<file path="src/rtl/series_accum_bcd_pkg.sv">
// Shared constants for the series accumulator: FSM encoding, mode codes and
// active-low 7-segment patterns ({g,f,e,d,c,b,a}).
package series_accum_bcd_pkg;

  localparam logic [1:0] S_IDLE    = 2'd0;
  localparam logic [1:0] S_COMPUTE = 2'd1;
  localparam logic [1:0] S_CONVERT = 2'd2;
  localparam logic [1:0] S_DONE    = 2'd3;

  localparam logic [1:0] MODE_SUM   = 2'b00;
  localparam logic [1:0] MODE_FACT  = 2'b01;
  localparam logic [1:0] MODE_SQSUM = 2'b10;

  localparam logic [6:0] SEG_DASH  = 7'b0111111;
  localparam logic [6:0] SEG_BLANK = 7'b1111111;
  localparam logic [6:0] SEG_ZERO  = 7'b1000000;

  // Entry d holds the pattern for decimal digit d.
  localparam logic [9:0][6:0] SEG_DIGITS = {
    7'b0010000, 7'b0000000, 7'b1111000, 7'b0000010, 7'b0010010,
    7'b0011001, 7'b0110000, 7'b0100100, 7'b1111001, 7'b1000000
  };

endpackage

</file>
<file path="src/rtl/seg7_decode.sv">
// One BCD digit to active-low 7-segment pattern; non-decimal codes go blank.
module seg7_decode
  import series_accum_bcd_pkg::*;
(
  input  logic [3:0] bcd,
  output logic [6:0] seg
);

  always_comb begin
    seg = SEG_BLANK;
    if (bcd <= 4'd9) seg = SEG_DIGITS[bcd];
  end

endmodule

</file>
<file path="src/rtl/series_accum_bcd.sv">
// Prescaled series accumulator (sum k, k!, sum k*k) with saturation, followed
// by a sequential double-dabble conversion onto DIGITS 7-segment displays.
module series_accum_bcd
  import series_accum_bcd_pkg::*;
#(
  parameter int N_W      = 6,
  parameter int ACC_W    = 16,
  parameter int DIGITS   = 4,
  parameter int TICK_DIV = 25_000_000
)(
  input  logic                  clk,
  input  logic                  rst,
  input  logic                  start,
  input  logic [1:0]            mode,
  input  logic [N_W-1:0]        num,
  output logic                  busy,
  output logic                  done,
  output logic                  overflow,
  output logic [ACC_W-1:0]      result,
  output logic [7*DIGITS-1:0]   seg,
  output logic [1:0]            status_led
);

  localparam int PW      = (TICK_DIV > 1) ? $clog2(TICK_DIV) : 1;
  localparam int KW      = N_W + 1;
  localparam int OPW     = ACC_W + 2*N_W;
  localparam int BCD_DIG = (ACC_W * 30103) / 100000 + 1;
  localparam int BW      = 4 * BCD_DIG;
  localparam int CW      = (ACC_W > 1) ? $clog2(ACC_W) : 1;
  localparam int ND      = (DIGITS > BCD_DIG) ? DIGITS : BCD_DIG;

  logic [1:0]          state_q, state_d;
  logic [1:0]          mode_q, mode_d;
  logic [N_W-1:0]      num_q, num_d;
  logic [KW-1:0]       k_q, k_d;
  logic [ACC_W-1:0]    acc_q, acc_d;
  logic                ovf_q, ovf_d;
  logic [PW-1:0]       presc_q, presc_d;
  logic [ACC_W-1:0]    shift_q, shift_d;
  logic [BW-1:0]       bcd_q, bcd_d;
  logic [CW-1:0]       cnt_q, cnt_d;
  logic [ACC_W-1:0]    result_q, result_d;
  logic [7*DIGITS-1:0] seg_q, seg_d;

  logic                tick;
  logic [OPW-1:0]      acc_x, k_x, op_res;
  logic                op_ovf;
  logic [BW-1:0]       bcd_adj, bcd_step;
  logic [4*ND-1:0]     bcd_pad;
  logic                hi_nz, blank;
  logic [7*DIGITS-1:0] seg_nxt;

  assign tick = (state_q == S_COMPUTE) && (presc_q == PW'(TICK_DIV - 1));

  // Operands widened so products/squares never wrap before the range check.
  assign acc_x = OPW'(acc_q);
  assign k_x   = OPW'(k_q);

  always_comb begin
    case (mode_q)
      MODE_FACT:  op_res = acc_x * k_x;
      MODE_SQSUM: op_res = acc_x + k_x * k_x;
      default:    op_res = acc_x + k_x;
    endcase
  end

  assign op_ovf = |op_res[OPW-1:ACC_W];

  // Double-dabble step: add 3 to every digit >= 5, then shift in the next bit.
  always_comb begin
    bcd_adj = bcd_q;
    for (int i = 0; i < BCD_DIG; i++)
      if (bcd_q[4*i +: 4] >= 4'd5) bcd_adj[4*i +: 4] = bcd_q[4*i +: 4] + 4'd3;
    bcd_step = {bcd_adj[BW-2:0], shift_q[ACC_W-1]};
  end

  always_comb begin
    bcd_pad           = '0;
    bcd_pad[BW-1:0]   = bcd_step;
    hi_nz             = 1'b0;
    for (int i = DIGITS; i < ND; i++)
      if (bcd_pad[4*i +: 4] != 4'd0) hi_nz = 1'b1;
  end

  // A bit carried out of the BCD register can only mean "not representable".
  assign blank = ovf_q | hi_nz | bcd_adj[BW-1];

  for (genvar g = 0; g < DIGITS; g++) begin : g_dig
    logic [6:0] dseg;
    seg7_decode u_dec (
      .bcd (bcd_pad[4*g +: 4]),
      .seg (dseg)
    );
    assign seg_nxt[7*g +: 7] = blank ? SEG_DASH : dseg;
  end

  always_comb begin
    state_d  = state_q;
    mode_d   = mode_q;
    num_d    = num_q;
    k_d      = k_q;
    acc_d    = acc_q;
    ovf_d    = ovf_q;
    presc_d  = presc_q;
    shift_d  = shift_q;
    bcd_d    = bcd_q;
    cnt_d    = cnt_q;
    result_d = result_q;
    seg_d    = seg_q;
    case (state_q)
      S_IDLE, S_DONE: begin
        if (start) begin
          state_d = S_COMPUTE;
          mode_d  = mode;
          num_d   = num;
          k_d     = KW'(1);
          acc_d   = (mode == MODE_FACT) ? ACC_W'(1) : '0;
          ovf_d   = 1'b0;
          presc_d = '0;
        end
      end
      S_COMPUTE: begin
        presc_d = tick ? '0 : presc_q + PW'(1);
        if (tick) begin
          if (k_q > {1'b0, num_q}) begin
            state_d = S_CONVERT;
            shift_d = acc_q;
            bcd_d   = '0;
            cnt_d   = '0;
          end else if (op_ovf) begin
            state_d = S_CONVERT;
            acc_d   = '1;
            ovf_d   = 1'b1;
            shift_d = '1;
            bcd_d   = '0;
            cnt_d   = '0;
          end else begin
            acc_d = op_res[ACC_W-1:0];
            k_d   = k_q + KW'(1);
          end
        end
      end
      S_CONVERT: begin
        shift_d = {shift_q[ACC_W-2:0], 1'b0};
        bcd_d   = bcd_step;
        cnt_d   = cnt_q + CW'(1);
        if (cnt_q == CW'(ACC_W - 1)) begin
          state_d  = S_DONE;
          result_d = acc_q;
          seg_d    = seg_nxt;
        end
      end
      default: state_d = S_IDLE;
    endcase
  end

  always_ff @(posedge clk or negedge rst) begin
    if (!rst) begin
      state_q  <= S_IDLE;
      mode_q   <= '0;
      num_q    <= '0;
      k_q      <= '0;
      acc_q    <= '0;
      ovf_q    <= 1'b0;
      presc_q  <= '0;
      shift_q  <= '0;
      bcd_q    <= '0;
      cnt_q    <= '0;
      result_q <= '0;
      seg_q    <= {DIGITS{SEG_ZERO}};
    end else begin
      state_q  <= state_d;
      mode_q   <= mode_d;
      num_q    <= num_d;
      k_q      <= k_d;
      acc_q    <= acc_d;
      ovf_q    <= ovf_d;
      presc_q  <= presc_d;
      shift_q  <= shift_d;
      bcd_q    <= bcd_d;
      cnt_q    <= cnt_d;
      result_q <= result_d;
      seg_q    <= seg_d;
    end
  end

  assign busy       = (state_q == S_COMPUTE) || (state_q == S_CONVERT);
  assign done       = (state_q == S_DONE);
  assign overflow   = ovf_q;
  assign result     = result_q;
  assign seg        = seg_q;
  assign status_led = done ? {1'b1, ovf_q} : {1'b0, busy};

endmodule

</file>
<file path="config.mk">
export PLATFORM = sky130hd
export DESIGN_NAME = series_accum_bcd
export DESIGN_NICKNAME = d
export VERILOG_FILES = /design/src/rtl/series_accum_bcd_pkg.sv /design/src/rtl/seg7_decode.sv /design/src/rtl/series_accum_bcd.sv
export SDC_FILE = /design/constraint.sdc
export NUM_CORES = 1
export LEC_CHECK = 0
export CORE_AREA = 4 4 172 141
export CTS_CLUSTER_DIAMETER = 200
export CTS_CLUSTER_SIZE = 8
export DETAILED_ROUTE_END_ITERATION = 10
export DIE_AREA = 0 0 176 145
export GPL_ROUTABILITY_DRIVEN = 0
export PLACE_DENSITY = 0.8
export RECOVER_POWER = 50
export SYNTH_ARGS = -nofsm -noshare
export SYNTH_HDL_FRONTEND = slang
export SYNTH_SLANG_ARGS = --single-unit
</file>
<file path="constraint.sdc">
create_clock -name clk -period 9.85 [get_ports clk]
set_clock_uncertainty 0.05 [all_clocks]
set_input_delay 2.4625 -clock clk [delete_from_list [all_inputs] [get_ports clk]]
set_output_delay 2.4625 -clock clk [all_outputs]
set_load 0.03 [all_outputs]
</file>
==> metrics.md, run 1 <==
| Metric | Value |
|---|---|
| Outcome | `complete, but fails checks` |
| Failing checks | `max-capacitance violations, max-slew violations` |
| Crit-path leading delay family | `adder cells` |
| Final WS setup | `2830 ps` |
| Initial core utilization | `roughly 60%` |
| Buffers on Ports | `approximately 60` |
| Setup CP Type | `flip-flop to flip-flop` |
| Post-CTS Setup Inserts | `0` |
| Die Width | `176 microns` |
| Vias in the first global route | `10,767` |
| Maximum vdd ir drop | `approximately 0.19 mV` |
| Switching pwr | `roughly 1.5 mW` |
| Fin. max-slew vios | `roughly 180` |
| Max_slew headroom | `-144%` |
| Final Util | `between 60% and 70%` |
| GRT Total Usage | `a little over a quarter` |
| Top layer in use | `met4` |
| TritonCTS buffer count | `17` |
| Largest net degree at the start of global routing | `81` |
| Initial drt markers | `approximately 1,200` |
| Power Total | `3.12 mW` |
| Top post-synthesis cells by area | `dfrtp_1 26%, fa_1 15%, ha_1 12%, nand2_1 5.3%, inv_1 4.3%` |
| Drt via density | `about 6` |
| Internal | `about 1.6 mW` |
| Wirelength per Cell | `~18 microns` |
| Cell with the most instances after synthesis | `nand2_1` |
| Die area | `between 0.02 and 0.03 sq mm` |
| Fin. Hold Viols | `0` |
| Num ports | `60` |
| WP data required | `roughly 10,000 ps` |
| Cell Area, Synth | `0.0134 sq mm` |
| Switching share of power | `48.7%` |
| Post-route clock period utilization | `between 70% and 80%` |
| Clk_lat worst skew | `430 ps` |
| Synth Area in Simple Gates | `a little under a fifth` |
| FMAX | `between 100 and 150 MHz` |
| EDFF count, synth | `0` |
| XOR/XNOR Fraction of Synth Area | `about 3.9%` |
| Least-Margin Pin Slew | `roughly 3700 ps` |
| Met1 WL | `15,000 microns` |
| ANT cells | `0` |
| Largest stage delay, worst path | `about 850 ps` |
| Detail Route Antenna Nets | `0` |
| RSZ-0062 raised after global routing | `no` |
| Cells resized by post-CTS repair | `0` |
| Crit start category | `flip-flop` |
| Buf+Inv Stages, Crit Path | `4` |
| Dominant cell type by area after synthesis | `dfrtp_1` |
| Final setup fails | `0` |
| Rows | `49` |
| Largest family of logic cells by synthesized area | `adder cells` |
| Final wirelength | `roughly 34,000 microns` |
| Post-synthesis mux area share | `~1.3%` |
| Syn avg cell area | `just under 9 sq um` |
| Post-Synth Adder-Cell Area | `26.6%` |
| Worst EP arrival | `7290 ps` |
| WL met3 | `3530 microns` |
| Via Count | `roughly 11,000` |
| Post-place setup slack | `~3000 ps` |
| Final nets | `1,798` |
| CTS sink cnt | `between 100 and 150` |
| Power density over the cells | `around 210 mW/mm^2` |
| Register area share after synthesis | `roughly 27%` |
| Clock Pin Slew Worst Setup and Hold Paths | `around 70 ps` |
| Clock network power share | `between 20% and 30%` |
| Synth warn | `0` |
| Wire length on met2 | `about 15,000 microns` |
| Hold_buf cts | `0` |
| Primary FF master, synth | `dfrtp_1` |
| Syn Inst Count | `1,536` |
| Gate power share | `between 50% and 60%` |
| CTS tree | `built` |
| Crit. End Element | `flip-flop` |
| Grt ovf | `0` |
| Max stage delay cell, worst path | `dfrtp_1` |
| Period minus WS final | `roughly 7000 ps` |
| Initial antenna violation count | `0` |
| Crit path max fanout | `80` |
| Async set-reset flop share out of synthesis | `100%` |
| Layout cells sized above 1 | `around 4.5%` |
| First-pass GRT wire length | `~56,000 microns` |
| # fillers | `between 1,500 and 2,000` |
| Buffer depth of the longest clock path | `2` |
| Cells along the critical path | `clkinv_1 -> nor2_1 -> fa_1 -> fa_1 -> fa_1 -> inv_1 -> fa_1 -> inv_1 -> ha_1 -> and3_1 -> a221o_1 -> nand3b_1 -> o211ai_1 -> a31oi_1 -> xnor2_1 -> o41ai_4 -> a31o_2 -> buf_4 -> o22ai_1 -> a22o_1` |
| FF/Latch Area | `0.00358 sq mm` |
| Max Cap Viol | `3` |
| Clock root cell | `clkbuf_16` |
| Area grow syn2layout | `9.85%` |
| Post-synth cell types | `74` |
| Footprint of the multi-input gates | `between 0.008 and 0.009 sq mm` |
| Leak | `~7.1 nW` |
| Core area | `0.0223 sq mm` |
| DRC | `0` |
| Synth Area in Compound Gates | `16.5%` |
| Worst Hold Class | `flip-flop to flip-flop` |
| Drt pass-1 iters | `5` |
| Synth cell count leaders | `190 x nand2_1, 155 x inv_1, 139 x dfrtp_1, 129 x ha_1, 114 x o21ai_0` |
| Final HPWL DP | `between 20,000 and 25,000 microns` |
| Crit-path most repeated cell | `fa_1` |
| Flop pwr share | `between 20% and 30%` |
| Syn_nets | `1,773` |
| Setup TNS | `0 ps` |
| Die H | `145 microns` |
| Clock H-tree levels | `4` |
| Yosys reg bits | `143` |
| Synth top area share | `around a quarter` |
path summary, 6_finish.rpt:
| check | startpoint | end | slack (ps) | depth (start not counted) |
|---|---|---|---|---|
| min | result[9] | result[9] | 430 | 2 |
| min in group asynchronous | rst | result[13] | 3220 | 1 |
| max in group asynchronous | rst | mode_q[0] | 3230 | 2 |
| max reg2reg | k_q[1] | bcd_q[19] | 2830 | 20 |
| min reg2reg | result[9] | result[9] | 430 | 2 |
| max | k_q[1] | bcd_q[19] | 2830 | 20 |
power groups by stage:
stage | combinational, mW | clock (mW) | sequential [mW]
final | 1.62 | 0.644 | 0.859
after global routing | 1.79 | 0.676 | 0.870
after CTS | 1.58 | 0.648 | 0.851
after detailed placement | 1.57 | 0 | 0.860
after global placement | 1.52 | 0 | 0.855
after floorplan | 1.26 | 0 | 0.766
worst reg2reg max path: stages, from the launching register on:
cell,delay [ps]
dfrtp_1,850
clkinv_1,570
nor2_1,250
fa_1,450
fa_1,470
fa_1,550
inv_1,60
fa_1,530
inv_1,40
ha_1,360
and3_1,190
a221o_1,400
nand3b_1,120
o211ai_1,140
a31oi_1,240
xnor2_1,130
o41ai_4,370
a31o_2,210
buf_4,560
o22ai_1,180
a22o_1,210
cell usage in the layout, fill, tap and decap left out, drive strengths merged, types with 5 or more instances in the layout:
cell / count
clkinv: 5
clkbuf: 20
mux2: 11
xnor2: 33
o21ai: 115
and3: 14
or3: 12
mux2i: 5
o21a: 10
o22ai: 10
and2: 83
a221oi: 11
xor2: 26
fa: 97
nand4: 17
dfrtp: 139
nor3: 7
a21o: 24
nand2: 191
nor2: 111
nor3b: 9
nor2b: 13
o31ai: 22
ha: 129
clkdlybuf4s50: 57
a31oi: 16
nand2b: 16
nand3: 33
a21oi: 108
inv: 164
buf: 7
o21bai: 5
metal layers:
layer  GRT usage, %  vias up
met5              0        -
met3           6.94       61
met4           6.35        0
li1               -     5215
met1           40.3     5447
met2           39.0      519
area by class of cell:
cell class	count	area share, %
clock inverters	15	1.00
clock buffers	17	2.89
flip-flops and latches	143	24.4
well taps	306	2.60
repair buffers	68	4.39
multi-input cells	1172	60.7
inverters	159	4.06
through the flow:
step                instance area, sq um  hold slack, ps  std cells
floorplan                          13400             392       1536
global placement                   14100             407       1848
detailed placement                 14100             414       1848
CTS                                14700             430       1880
global route                       14700             446       1880
finish                             14700             425       1880
sequential cells by signal, summed over array words and instances, names as in the netlist, 4 cells and up:
register and flops:
shift_q 16, acc_q 16, cnt_q 4, seg 28, bcd_q 20, result 16, presc_q 25, num_q 6
k_q 7
cell families (layout without fill, tap and decap cells):
group,count (synthesis),in the layout
AND/OR/NAND/NOR,517,517
AO/OA/AOI/OAI,354,354
adder cells (fa/ha/maj),226,226
buffers and inverters,221,259
flip-flops,143,143
XOR/XNOR,59,59
multiplexers,16,16
(Power assumes the default switching activity.)
==> run 2, diff against run 1 <==
Clock period 9.85 ns to 7.35 ns, I/O delays scaled along.
==> metrics.md, run 2 (synthesis results as in run 1) <==
| Metric | Value |
|---|---|
| Most frequent cells in the layout | `190 x nand2_1, 155 x inv_1, 139 x dfrtp_1, 129 x ha_1, 113 x o21ai_0` |
| Vias in the first global route | `around 11,000` |
| WP data required | `between 7000 and 8000 ps` |
| RSZ-0062 raised after global routing | `no` |
| FMAX | `between 100 and 150 MHz` |
| Max_slew headroom | `-192%` |
| Final setup fails | `0` |
| Largest net degree at the start of global routing | `between 90 and 100` |
| Worst EP arrival | `around 7000 ps` |
| Die Width | `between 150 and 200 microns` |
| Least-Margin Pin Slew | `roughly 4400 ps` |
| Drt pass-1 iters | `6` |
| Max reg flops | `28` |
| Period minus WS final | `around 6700 ps` |
| Rows | `slightly below 50` |
| Cell Area, Placed | `about 0.014 sq mm` |
| Area grow syn2layout | `10.9%` |
| Die area | `0.0255 sq mm` |
| HP Start | `result[14]` |
| Final WS setup | `607 ps` |
| Post-place setup slack | `755 ps` |
| Initial drt markers | `~1,100` |
| Power density over the cells | `~290 mW/mm^2` |
| Clock Pin Slew Worst Setup and Hold Paths | `70 ps` |
| Post-layout instance area | `~0.015 sq mm` |
| Hold_buf cts | `0` |
| Final nets | `approximately 1,800` |
| Initial antenna violation count | `0` |
| Largest stage delay, worst path | `roughly 730 ps` |
| DRC | `0` |
| Outcome | `complete, but fails checks` |
| Crit start category | `flip-flop` |
| Crit. End Element | `flip-flop` |
| Inst Count DP | `roughly 1,900` |
| Final wirelength | `~34,000 microns` |
| Detail Route Antenna Nets | `0` |
| Crit-path most repeated cell | `fa_1` |
| Max Cap Viol | `1` |
| Layout cells sized above 1 | `5.23%` |
| Finished Layout Cells | `1,893` |
| Cells along the critical path | `clkinv_1 -> nor2_1 -> fa_1 -> fa_1 -> fa_1 -> inv_1 -> fa_1 -> inv_1 -> ha_1 -> and3_1 -> a221o_1 -> nand3b_1 -> o211ai_1 -> a31oi_1 -> xnor2_1 -> o41ai_4 -> nand2_2 -> o311ai_4 -> mux2i_1` |
| Grt ovf | `0` |
| Leak | `approximately 7.3 nW` |
| Fin. Hold Viols | `0` |
| Die H | `145 microns` |
| CTS tree | `built` |
| Maximum vdd ir drop | `approximately 0.35 mV` |
| Cells resized by post-CTS repair | `0` |
| Initial core utilization | `approximately 60%` |
| GRT Total Usage | `27.0%` |
| Buffers on Ports | `between 50 and 60` |
| Fin. max-slew vios | `slightly above 90` |
| Failing checks | `max-capacitance violations, max-slew violations` |
| Buffer depth of the longest clock path | `2` |
| Final HPWL DP | `25,300 microns` |
| Via Count | `around 11,000` |
| Core area | `about 0.022 sq mm` |
| Post-route clock period utilization | `between 90% and 100%` |
| Num ports | `60` |
| TritonCTS buffer count | `17` |
| Hold Crit Endpoint | `result[14]` |
| Max stage delay cell, worst path | `dfrtp_1` |
| Drt via density | `between 5 and 6` |
| Worst hold path depth | `2` |
| Setup TNS | `0 ps` |
| Clk_lat worst skew | `between 400 and 500 ps` |
| Wirelength per Cell | `about 18 microns` |
| Reg2Reg Depth | `19` |
| Worst r2r src | `k_q[2]` |
| Clock H-tree levels | `4` |
| Worst Hold Class | `flip-flop to flip-flop` |
| CTS sink cnt | `approximately 140` |
| Post-CTS Setup Inserts | `0` |
| Crit path max fanout | `22` |
| First-pass GRT wire length | `between 50,000 and 60,000 microns` |
| Clock root cell | `clkbuf_16` |
| Commonest non-fill, non-tap cell in the layout | `nand2_1` |
| RR Endpoint | `state_q[1]` |
| Worst R2R Setup Slack | `610 ps` |
| Setup CP Type | `flip-flop to flip-flop` |
-- run 2: cell count changes in the layout (fill, tap and decap cells not counted), sizes merged, moves of 2 or more --
cell           delta
clkdlybuf4s50    -15
dlygate4sd3      +15
buf              +13
clkinvlp          -2
inv               +2
-- run 2: critical path, delay by kind of cell (launching register included) --
family | cells | cell delay, ps
adders and majority gates | 5 | 2410
DFF | 1 | 730
xor gates and xnor gates | 1 | 130
AOI/OAI and AO/OA | 5 | 1640
buffers and inverters | 3 | 460
and+or+nand+nor | 4 | 1000
muxes | 1 | 230
-- run 2: area by class of cell --
type                       count  area (sq um)
multi-input combinational   1172          8920
fill                        1842          7480
sequential                   143          3580
timing repair buffer          80           769
inverter                     159           597
clock buffer                  18           439
tap                          306           383
clock inverter                14           143
antenna                        1          2.50
-- run 2: worst max path at each step --
stage | startpoint | endpoint
finish | k_q[2] | state_q[1]
detailed placement | k_q[2] | state_q[1]
global route | k_q[2] | k_q[5]
floorplan | k_q[4] | k_q[0]
CTS | k_q[2] | state_q[1]
global placement | k_q[2] | k_q[5]
-- run 2: metal layers --
metal | share of wire (%) | track usage, %
met1 | 45 | 41.7
met5 | 0 | 0
met2 | 44 | 40.7
met3 | 9.4 | 4.45
met4 | 1.3 | 5.46
-- run 2: power by group --
group / total [mW] / switching [mW] / internal (mW) / leakage [nW]
registers: 1.11 / 0.194 / 0.921 / 1.90
clock network: 0.878 / 0.390 / 0.488 / 0.283
logic: 2.25 / 1.46 / 0.791 / 5.09
-- run 2: stage by stage --
stage / utilization, % / power, mW / hold slack [ps]
6_report: 66.5 / 4.24 / 422
5_1_grt: 66.5 / 4.54 / 445
4_1_cts: 66.5 / 4.20 / 429
3_5_place_dp: 63.9 / 3.30 / 415
3_3_place_gp: 63.9 / 3.23 / 405
2_1_floorplan: - / 2.71 / 392
